<file path="src/rtl/fpu_issue_rob.sv">
// fpu_issue_rob: issues FPU requests to one of N_UNITS in-order units and
// returns their results strictly in accept order through a small reorder buffer.
module fpu_issue_rob #(
    parameter int unsigned WIDTH   = 32,
    parameter int unsigned N_UNITS = 7,
    parameter int unsigned DEPTH   = 4,
    parameter int unsigned TAG_W   = 4
) (
    input  logic                       aclk,
    input  logic                       aresetn,
    input  logic                       in_valid,
    output logic                       in_ready,
    input  logic [2:0]                 operator,
    input  logic [2:0]                 subop,
    input  logic [WIDTH-1:0]           a,
    input  logic [WIDTH-1:0]           b,
    input  logic [TAG_W-1:0]           tag_in,
    output logic [N_UNITS-1:0]         unit_valid,
    output logic [WIDTH-1:0]           unit_a,
    output logic [WIDTH-1:0]           unit_b,
    output logic [2:0]                 unit_subop,
    input  logic [N_UNITS-1:0]         unit_res_valid,
    input  logic [N_UNITS*WIDTH-1:0]   unit_res_data,
    output logic                       result_valid,
    input  logic                       result_ready,
    output logic [WIDTH-1:0]           c,
    output logic [TAG_W-1:0]           tag_out,
    output logic                       illegal_op,
    output logic                       spurious
);

    localparam int unsigned PTR_W = (DEPTH > 1) ? $clog2(DEPTH) : 1;
    localparam int unsigned CNT_W = $clog2(DEPTH + 1);

    logic [DEPTH-1:0] valid_q, valid_d;
    logic [DEPTH-1:0] done_q, done_d;
    logic [DEPTH-1:0] ill_q, ill_d;
    logic [2:0]       op_q   [DEPTH];
    logic [2:0]       op_d   [DEPTH];
    logic [TAG_W-1:0] tag_q  [DEPTH];
    logic [TAG_W-1:0] tag_d  [DEPTH];
    logic [WIDTH-1:0] data_q [DEPTH];
    logic [WIDTH-1:0] data_d [DEPTH];
    logic [PTR_W-1:0] head_q, head_d, tail_q, tail_d;
    logic [CNT_W-1:0] count_q, count_d;
    logic             spurious_q, spurious_d;

    logic             accept, pop, legal, hit;
    logic [PTR_W-1:0] idx;

    assign in_ready   = 32'(count_q) < DEPTH;
    assign accept     = in_valid && in_ready;
    assign legal      = 32'(operator) < N_UNITS;
    assign unit_a     = a;
    assign unit_b     = b;
    assign unit_subop = subop;

    assign result_valid = valid_q[head_q] && done_q[head_q];
    assign pop          = result_valid && result_ready;
    assign c            = result_valid ? data_q[head_q] : '0;
    assign tag_out      = result_valid ? tag_q[head_q] : '0;
    assign illegal_op   = result_valid && ill_q[head_q];
    assign spurious     = spurious_q;

    // One-hot issue strobe for a legal accepted request.
    always_comb begin
        unit_valid = '0;
        for (int k = 0; k < int'(N_UNITS); k++) begin
            unit_valid[k] = accept && legal && (operator == 3'(k));
        end
    end

    // Next state: allocate at tail, capture unit results oldest-first, free head.
    always_comb begin
        valid_d    = valid_q;
        done_d     = done_q;
        ill_d      = ill_q;
        op_d       = op_q;
        tag_d      = tag_q;
        data_d     = data_q;
        head_d     = head_q;
        tail_d     = tail_q;
        count_d    = count_q;
        spurious_d = spurious_q;
        hit        = 1'b0;
        idx        = '0;

        if (accept) begin
            valid_d[tail_q] = 1'b1;
            done_d[tail_q]  = !legal;
            ill_d[tail_q]   = !legal;
            op_d[tail_q]    = operator;
            tag_d[tail_q]   = tag_in;
            data_d[tail_q]  = '0;
            tail_d          = tail_q + 1'b1;
        end

        // The entry allocated this cycle sits at offset count from head, so it
        // is only reached when no older entry for the same unit is pending.
        for (int k = 0; k < int'(N_UNITS); k++) begin
            if (unit_res_valid[k]) begin
                hit = 1'b0;
                for (int i = 0; i < int'(DEPTH); i++) begin
                    idx = head_q + PTR_W'(i);
                    if (!hit && valid_d[idx] && !done_d[idx] && (op_d[idx] == 3'(k))) begin
                        hit         = 1'b1;
                        done_d[idx] = 1'b1;
                        data_d[idx] = unit_res_data[k*WIDTH +: WIDTH];
                    end
                end
                if (!hit) begin
                    spurious_d = 1'b1;
                end
            end
        end

        if (pop) begin
            valid_d[head_q] = 1'b0;
            head_d          = head_q + 1'b1;
        end

        unique case ({accept, pop})
            2'b10:   count_d = count_q + 1'b1;
            2'b01:   count_d = count_q - 1'b1;
            default: count_d = count_q;
        endcase
    end

    // State register with asynchronous clear of the whole buffer.
    always_ff @(posedge aclk or negedge aresetn) begin
        if (!aresetn) begin
            valid_q    <= '0;
            done_q     <= '0;
            ill_q      <= '0;
            head_q     <= '0;
            tail_q     <= '0;
            count_q    <= '0;
            spurious_q <= 1'b0;
            for (int i = 0; i < int'(DEPTH); i++) begin
                op_q[i]   <= '0;
                tag_q[i]  <= '0;
                data_q[i] <= '0;
            end
        end else begin
            valid_q    <= valid_d;
            done_q     <= done_d;
            ill_q      <= ill_d;
            head_q     <= head_d;
            tail_q     <= tail_d;
            count_q    <= count_d;
            spurious_q <= spurious_d;
            for (int i = 0; i < int'(DEPTH); i++) begin
                op_q[i]   <= op_d[i];
                tag_q[i]  <= tag_d[i];
                data_q[i] <= data_d[i];
            end
        end
    end

endmodule

</file>
<file path="config.mk">
export PLATFORM = sky130hd
export DESIGN_NAME = fpu_issue_rob
export DESIGN_NICKNAME = d
export VERILOG_FILES = /design/src/rtl/fpu_issue_rob.sv
export SDC_FILE = /design/constraint.sdc
export NUM_CORES = 2
export LEC_CHECK = 0
export ABC_CLOCK_PERIOD_IN_PS = 20100
export CAP_MARGIN = 30
export CORE_MARGIN = 2
export CORE_UTILIZATION = 67
export CTS_CLUSTER_SIZE = 30
export DETAILED_ROUTE_END_ITERATION = 8
export DONT_BUFFER_PORTS = 1
export PLACE_DENSITY = 0.83
export RECOVER_POWER = 100
export SLEW_MARGIN = 20
export SYNTH_ARGS = -nofsm -noshare
export SYNTH_HDL_FRONTEND = slang
export SYNTH_SLANG_ARGS = --single-unit
export TNS_END_PERCENT = 30
</file>
<file path="constraint.sdc">
create_clock -name aclk -period 20.1 [get_ports aclk]
set_input_delay 4.02 -clock aclk [delete_from_list [all_inputs] [get_ports aclk]]
set_output_delay 4.02 -clock aclk [all_outputs]
set_load 0.005 [all_outputs]
</file>
# ---- After elaboration in Yosys (flattened, before gate mapping)
# Index checks and enable logic that the tools add are counted.
dict set report totals {
  register_bits 176
  output_inout_bits 114
  word_cells 606
  inputBits 309
}
dict set report classes {
  n_reduce_logical 155
  addsub 6
  mux 334
  n_eq_ne 32
  bitwise 38
  order_cmp 22
}
# operator n
set ops {}
lappend ops {{128-bit 2-to-1 mux} 57}
lappend ops {{128-bit bitwise mux} 28}
lappend ops {{32-bit demux with 2-bit select} 5}
lappend ops {{32-bit 2-to-1 mux} 8}
lappend ops {{4-bit 2-to-1 mux} 63}
lappend ops {{128-bit bitwise AND} 1}
lappend ops {{128-bit NOT} 1}
lappend ops {{4-bit bitwise OR} 29}
lappend ops {{1-bit 2-to-1 mux} 110}
lappend ops {{1-bit logical AND} 99}
lappend ops {{1-bit binary-select mux with 2-bit select} 35}
lappend ops {{32-bit binary-select mux with 2-bit select} 1}
lappend ops {{1-bit logical NOT} 50}
lappend ops {{3-bit equality test, second input constant} 15}
lappend ops {{3-bit by 2-bit equality test with 1-bit output, second input constant} 10}
lappend ops {{3-bit 2-to-1 mux} 9}
lappend ops {{3-bit binary-select mux with 2-bit select} 4}
lappend ops {{16-bit bitwise mux} 1}
lappend ops {{3-bit by 1-bit equality test with 1-bit output, second input constant} 5}
lappend ops {{3-bit >= comparator, second input constant} 5}
lappend ops {{3-bit logical NOT} 5}
lappend ops {{2-bit by 3-bit less-than comparator with 1-bit output, second input constant} 5}
lappend ops {{3-bit by 1-bit less-than comparator with 1-bit output, second input constant} 5}
lappend ops {{2-bit NOT with 3-bit output} 5}
lappend ops {{19 further kinds} 31}

# ---- Longest topological paths before layout
dict set report depth {
  depth_word 205
  mapped_depth 63
  mapped_depth_nobuf 53
}

# ---- Worst setup path after synthesis
# OpenSTA, ideal clock, no wires.
dict set report synth_timing {
  path_kind {input to register}
  start {input in_valid}
  end {register data_q[67] in the netlist's numbering}
  slack_ns 1.834
  setup_time_ns 0.127
  cell_stages 55
  path_buffers 5
  t_arrival_ns 18.139
  cell_sequence {buf_4 -> and3b_1 -> buf_2 -> mux2_4 -> o22ai_2 -> o211ai_4 -> o2111a_1 -> a2111o_1 -> a221oi_4 -> a21oi_2 -> o2111a_1 -> or4b_1 -> a221o_1 -> o31a_4 -> a221oi_2 -> nor2_1 -> a2111oi_1 -> nor3_1 -> (+19 left out) -> a32o_1 -> a311oi_4 -> a32o_2 -> o21ai_2 -> a32o_1 -> and4_4 -> or3_4 -> a31oi_4 -> a211oi_2 -> a2111oi_4 -> o32ai_2 -> o31ai_2 -> a211o_1 -> a21oi_1 -> o21a_2 -> o41ai_4 -> buf_6 -> mux2_1}
}
# element line_no
set synth_rtl {}
lappend synth_rtl {{start: declaration} 11} ;# input logic in_valid,
lappend synth_rtl {{end signal: indexed assignment} 155} ;# data_q[i] <= data_d[i];
lappend synth_rtl {{end: declaration} 42} ;# logic [WIDTH-1:0] data_q [DEPTH];

==> results.yml <==
floorplanning:
  fp.coreArea_sq_um: 32290
  initial_core_util: 0.6761
  dieArea_sq_um: 34040
  num_rows: 66
  die_h_um: 184.5
  io_pins: 423
  fp.dieW_um: 184.5
finish:
  final_cell_area_sq_um: 22370
  drive_gt1_frac: 0.1090
  diodes: 0
  syn2layout_area_growth_pct: 2.488
  stdcell_count: 3232
  nets: 3100
route:
  drc_errors: 12
  wl_per_cell_um: 27.73
  dr_total_vias: 25140
  ant_nets: 0
  finalWirelength_um: 89620
  drtIter0Drc: 4237
  dr.pass1.iters: 9
  routed_via_density: 7.778
logic_synthesis:
  syn_area_sq_um: 21830
  ys_async_sr_fraction: 1.000
  synthDistinctLibCells: 130
  syn_area_per_cell_sq_um: 7.289
  synth_edf_count: 0
  netlist_instances: 2995
  synthFlopType: "dfrtp_1"
  synth-seq-area-share: 0.2017
  syn_nets: 3318
  yosys_register_bits: 176
  yosys_warnings: 0
setup_path:
  critPathLaunchType: "input pin"
  cp.required_ps: 20430
  cp_common_cell: "buf_4"
  path_buf_inv: 4
  critPathMaxFanout: 12
  critPathKind: "input pin to flop"
  cpMaxStageDelayCell: "or4_1"
  critPathTopFamily: "compound AO/OA/AOI/OAI gates"
  crit_arrival_ps: 19740
  critPathCaptureType: "flop"
  slowest_delay_ps: 640
placement:
  hpwl_um: 56200
  io_buffers: 0
  placed_area_sq_um: 21650
  dpl.cell_count: 3197
  routabilityCongestion: 1.028
clock_network:
  cts.clk_slew.worst_paths_ps: 70
  clkSinkCount: 176
  cts_root_buffer: "clkbuf_16"
  cts_tree: "built"
  cts-buffers-inserted: 17
  htree_levels: 4
  clkLatencyLatePin_ps: 460
  ctsLongestPathBuffers: 2
  holdBufCountCts: 0
timing:
  layout_min_cycle_time_ps: 19410
  worst_pin_slew_ps: 3310
  setup_viol: 0
  finalHoldViolCount: 0
  fmax_ghz: 0.05153
  slew_headroom: -1.206
  tns_ps: 0
  final_max_slew_viol_count: 156
  clock_skew_ps: 22.46
  period_share: 0.9655
power_and_ir_drop:
  p_leak_nw: 8.786
  p_int_w: 0.002171
  seqPwrFrac: 0.142
  p_comb_frac: 0.781
  pwr-share-clk: 0.077
  irDropWorstVdd_v: 0.0001119
  p_switching_w: 0.002438
  p_sw_frac: 0.5289
  cellPowerDensity_nw_per_um2: 206.0
worst_hold_path:
  hold_class: "flop to flop"
job:
  maxCapViolCount: 4
run_status:
  violations: "DRC, capacitance limit, slew limit"
  outcome: "complete, but fails checks"
global_routing:
  antenna_found_initial: 0
  grt-ovfl-total: 0
  grt_pass1_vias: 24350
  grt_pass1_wl_um: 134200
  grt_max_degree: 177
  gr-usage-all-layers: 0.5140
==> synth_stat cells (21+ instances only) <==
master	count	area (sq um)
nand2_1	501	1881
nor2_1	378	1419
a21oi_1	274	1371
o21ai_0	256	1281
clkbuf_1	208	780.8
o211ai_1	202	1516
dfrtp_1	176	4404
mux2_1	130	1464
buf_4	72	540.5
mux4_2	51	1149
a31oi_1	50	312.8
mux2i_1	48	480.5
nor2b_1	44	275.3
a211o_1	42	367.9
inv_1	39	146.4
nand3_1	28	140.1
nor3_1	25	125.1
mux2_2	22	247.7
nand2b_1	21	131.4
==> placed cells by master (no fill, tap or decap), types with 22 or more instances in the layout <==
cell	Yosys	routed
nand3_1	28	28
nor2b_1	44	42
nor3_1	25	25
nand2_1	501	496
dfrtp_1	176	175
mux2_1	130	130
o211ai_1	202	202
mux2i_1	48	47
buf_4	72	74
inv_1	39	39
a21oi_1	274	271
o21ai_0	256	254
a31oi_1	50	48
mux2_2	22	22
nor2_1	378	375
a211o_1	42	42
mux4_2	51	51
==> final timing paths <==
kind | start | endpoint | slack [ps] | cells past startpoint
max in group asynchronous | aresetn | data_q[36] | 16360 | 0
worst max-delay path | in_valid | data_q[19] | 690 | 54
worst max register to register | head_q[1] | data_q[19] | 2020 | 59
min in group asynchronous | aresetn | tag_q[6] | 3250 | 0
worst min-delay path | ill_q[1] | ill_q[1] | 490 | 2
worst min register to register | ill_q[1] | ill_q[1] | 490 | 2
==> through the flow <==
step                setup WS, ps    util  hold slack, ps  total power [W]
finish                     693.2  0.6929           488.9         0.004609
global route              -16.98  0.6929           514.0         0.004888
global placement           411.3  0.6698           460.0         0.003970
detailed placement        -99.66  0.6704           469.3         0.004055
CTS                        333.4  0.6892           483.5         0.004436
floorplan                   1834       -           444.6         0.003217
==> worst reg2reg max path, delay by kind of cell (launching register included) <==
family	cells	cell delay [ps]
compound gates	37	10020
fa+ha+maj	1	360
buf+inv	8	2020
flops	1	1310
mux	1	370
simple gates	12	3920
==> timing repair <==
action | in CTS | in global routing
endpoints found under the setup margin | 0 | 133
buffers inserted | 0 | 3
resized for setup | 0 | 25
==> state kept, by name, summed over array words and instances, names as in the netlist <==
signal and flops:
count_q 3, data_q 128, done_q 4, head_q 2, ill_q 4, op_q 12, spurious 1, tag_q 16
tail_q 2, valid_q 4
==> per-layer routing <==
metal | vias up | share of wire | track usage
li1 | 10460 | - | -
met1 | 11460 | 0.33 | 0.6107
met2 | 2491 | 0.42 | 0.7538
met3 | 728 | 0.18 | 0.2092
met4 | 0 | 0.082 | 0.3638
met5 | - | 0 | 0
==> logic make-up (layout without fill, tap and decap cells) <==
logic type / count (synthesis) / count (layout) / synth area share
fa+ha+maj: 14 / 14 / 0.008368
flops: 176 / 176 / 0.2017
buf+inv: 366 / 161 / 0.07967
simple gates: 1126 / 1126 / 0.2271
compound gates: 1056 / 1056 / 0.3274
xor+xnor: 5 / 5 / 0.002006
mux: 252 / 252 / 0.1537
==> power groups by stage <==
| stage | Sequential (W) | Combinational (W) | Clock, W |
|---|---|---|---|
| after floorplan | 0.000601 | 0.00262 | 0 |
| after global placement | 0.000646 | 0.00332 | 0 |
| after detailed placement | 0.000655 | 0.00340 | 0 |
| after CTS | 0.000648 | 0.00343 | 0.000356 |
| after global routing | 0.000667 | 0.00385 | 0.000370 |
| final | 0.000654 | 0.00360 | 0.000357 |
==> area by class of cell <==
| type | instances | area [sq um] |
|---|---|---|
| repair buffers | 84 | 648.1 |
| fillers | 2652 | 9915 |
| well taps | 442 | 553.0 |
| clock buffers | 18 | 439.2 |
| multi-input cells | 2453 | 15990 |
| flip-flops and latches | 176 | 4408 |
| clock inverters | 14 | 167.7 |
| inverters | 45 | 168.9 |
No activity file was read; power rests on OpenSTA's default activity.
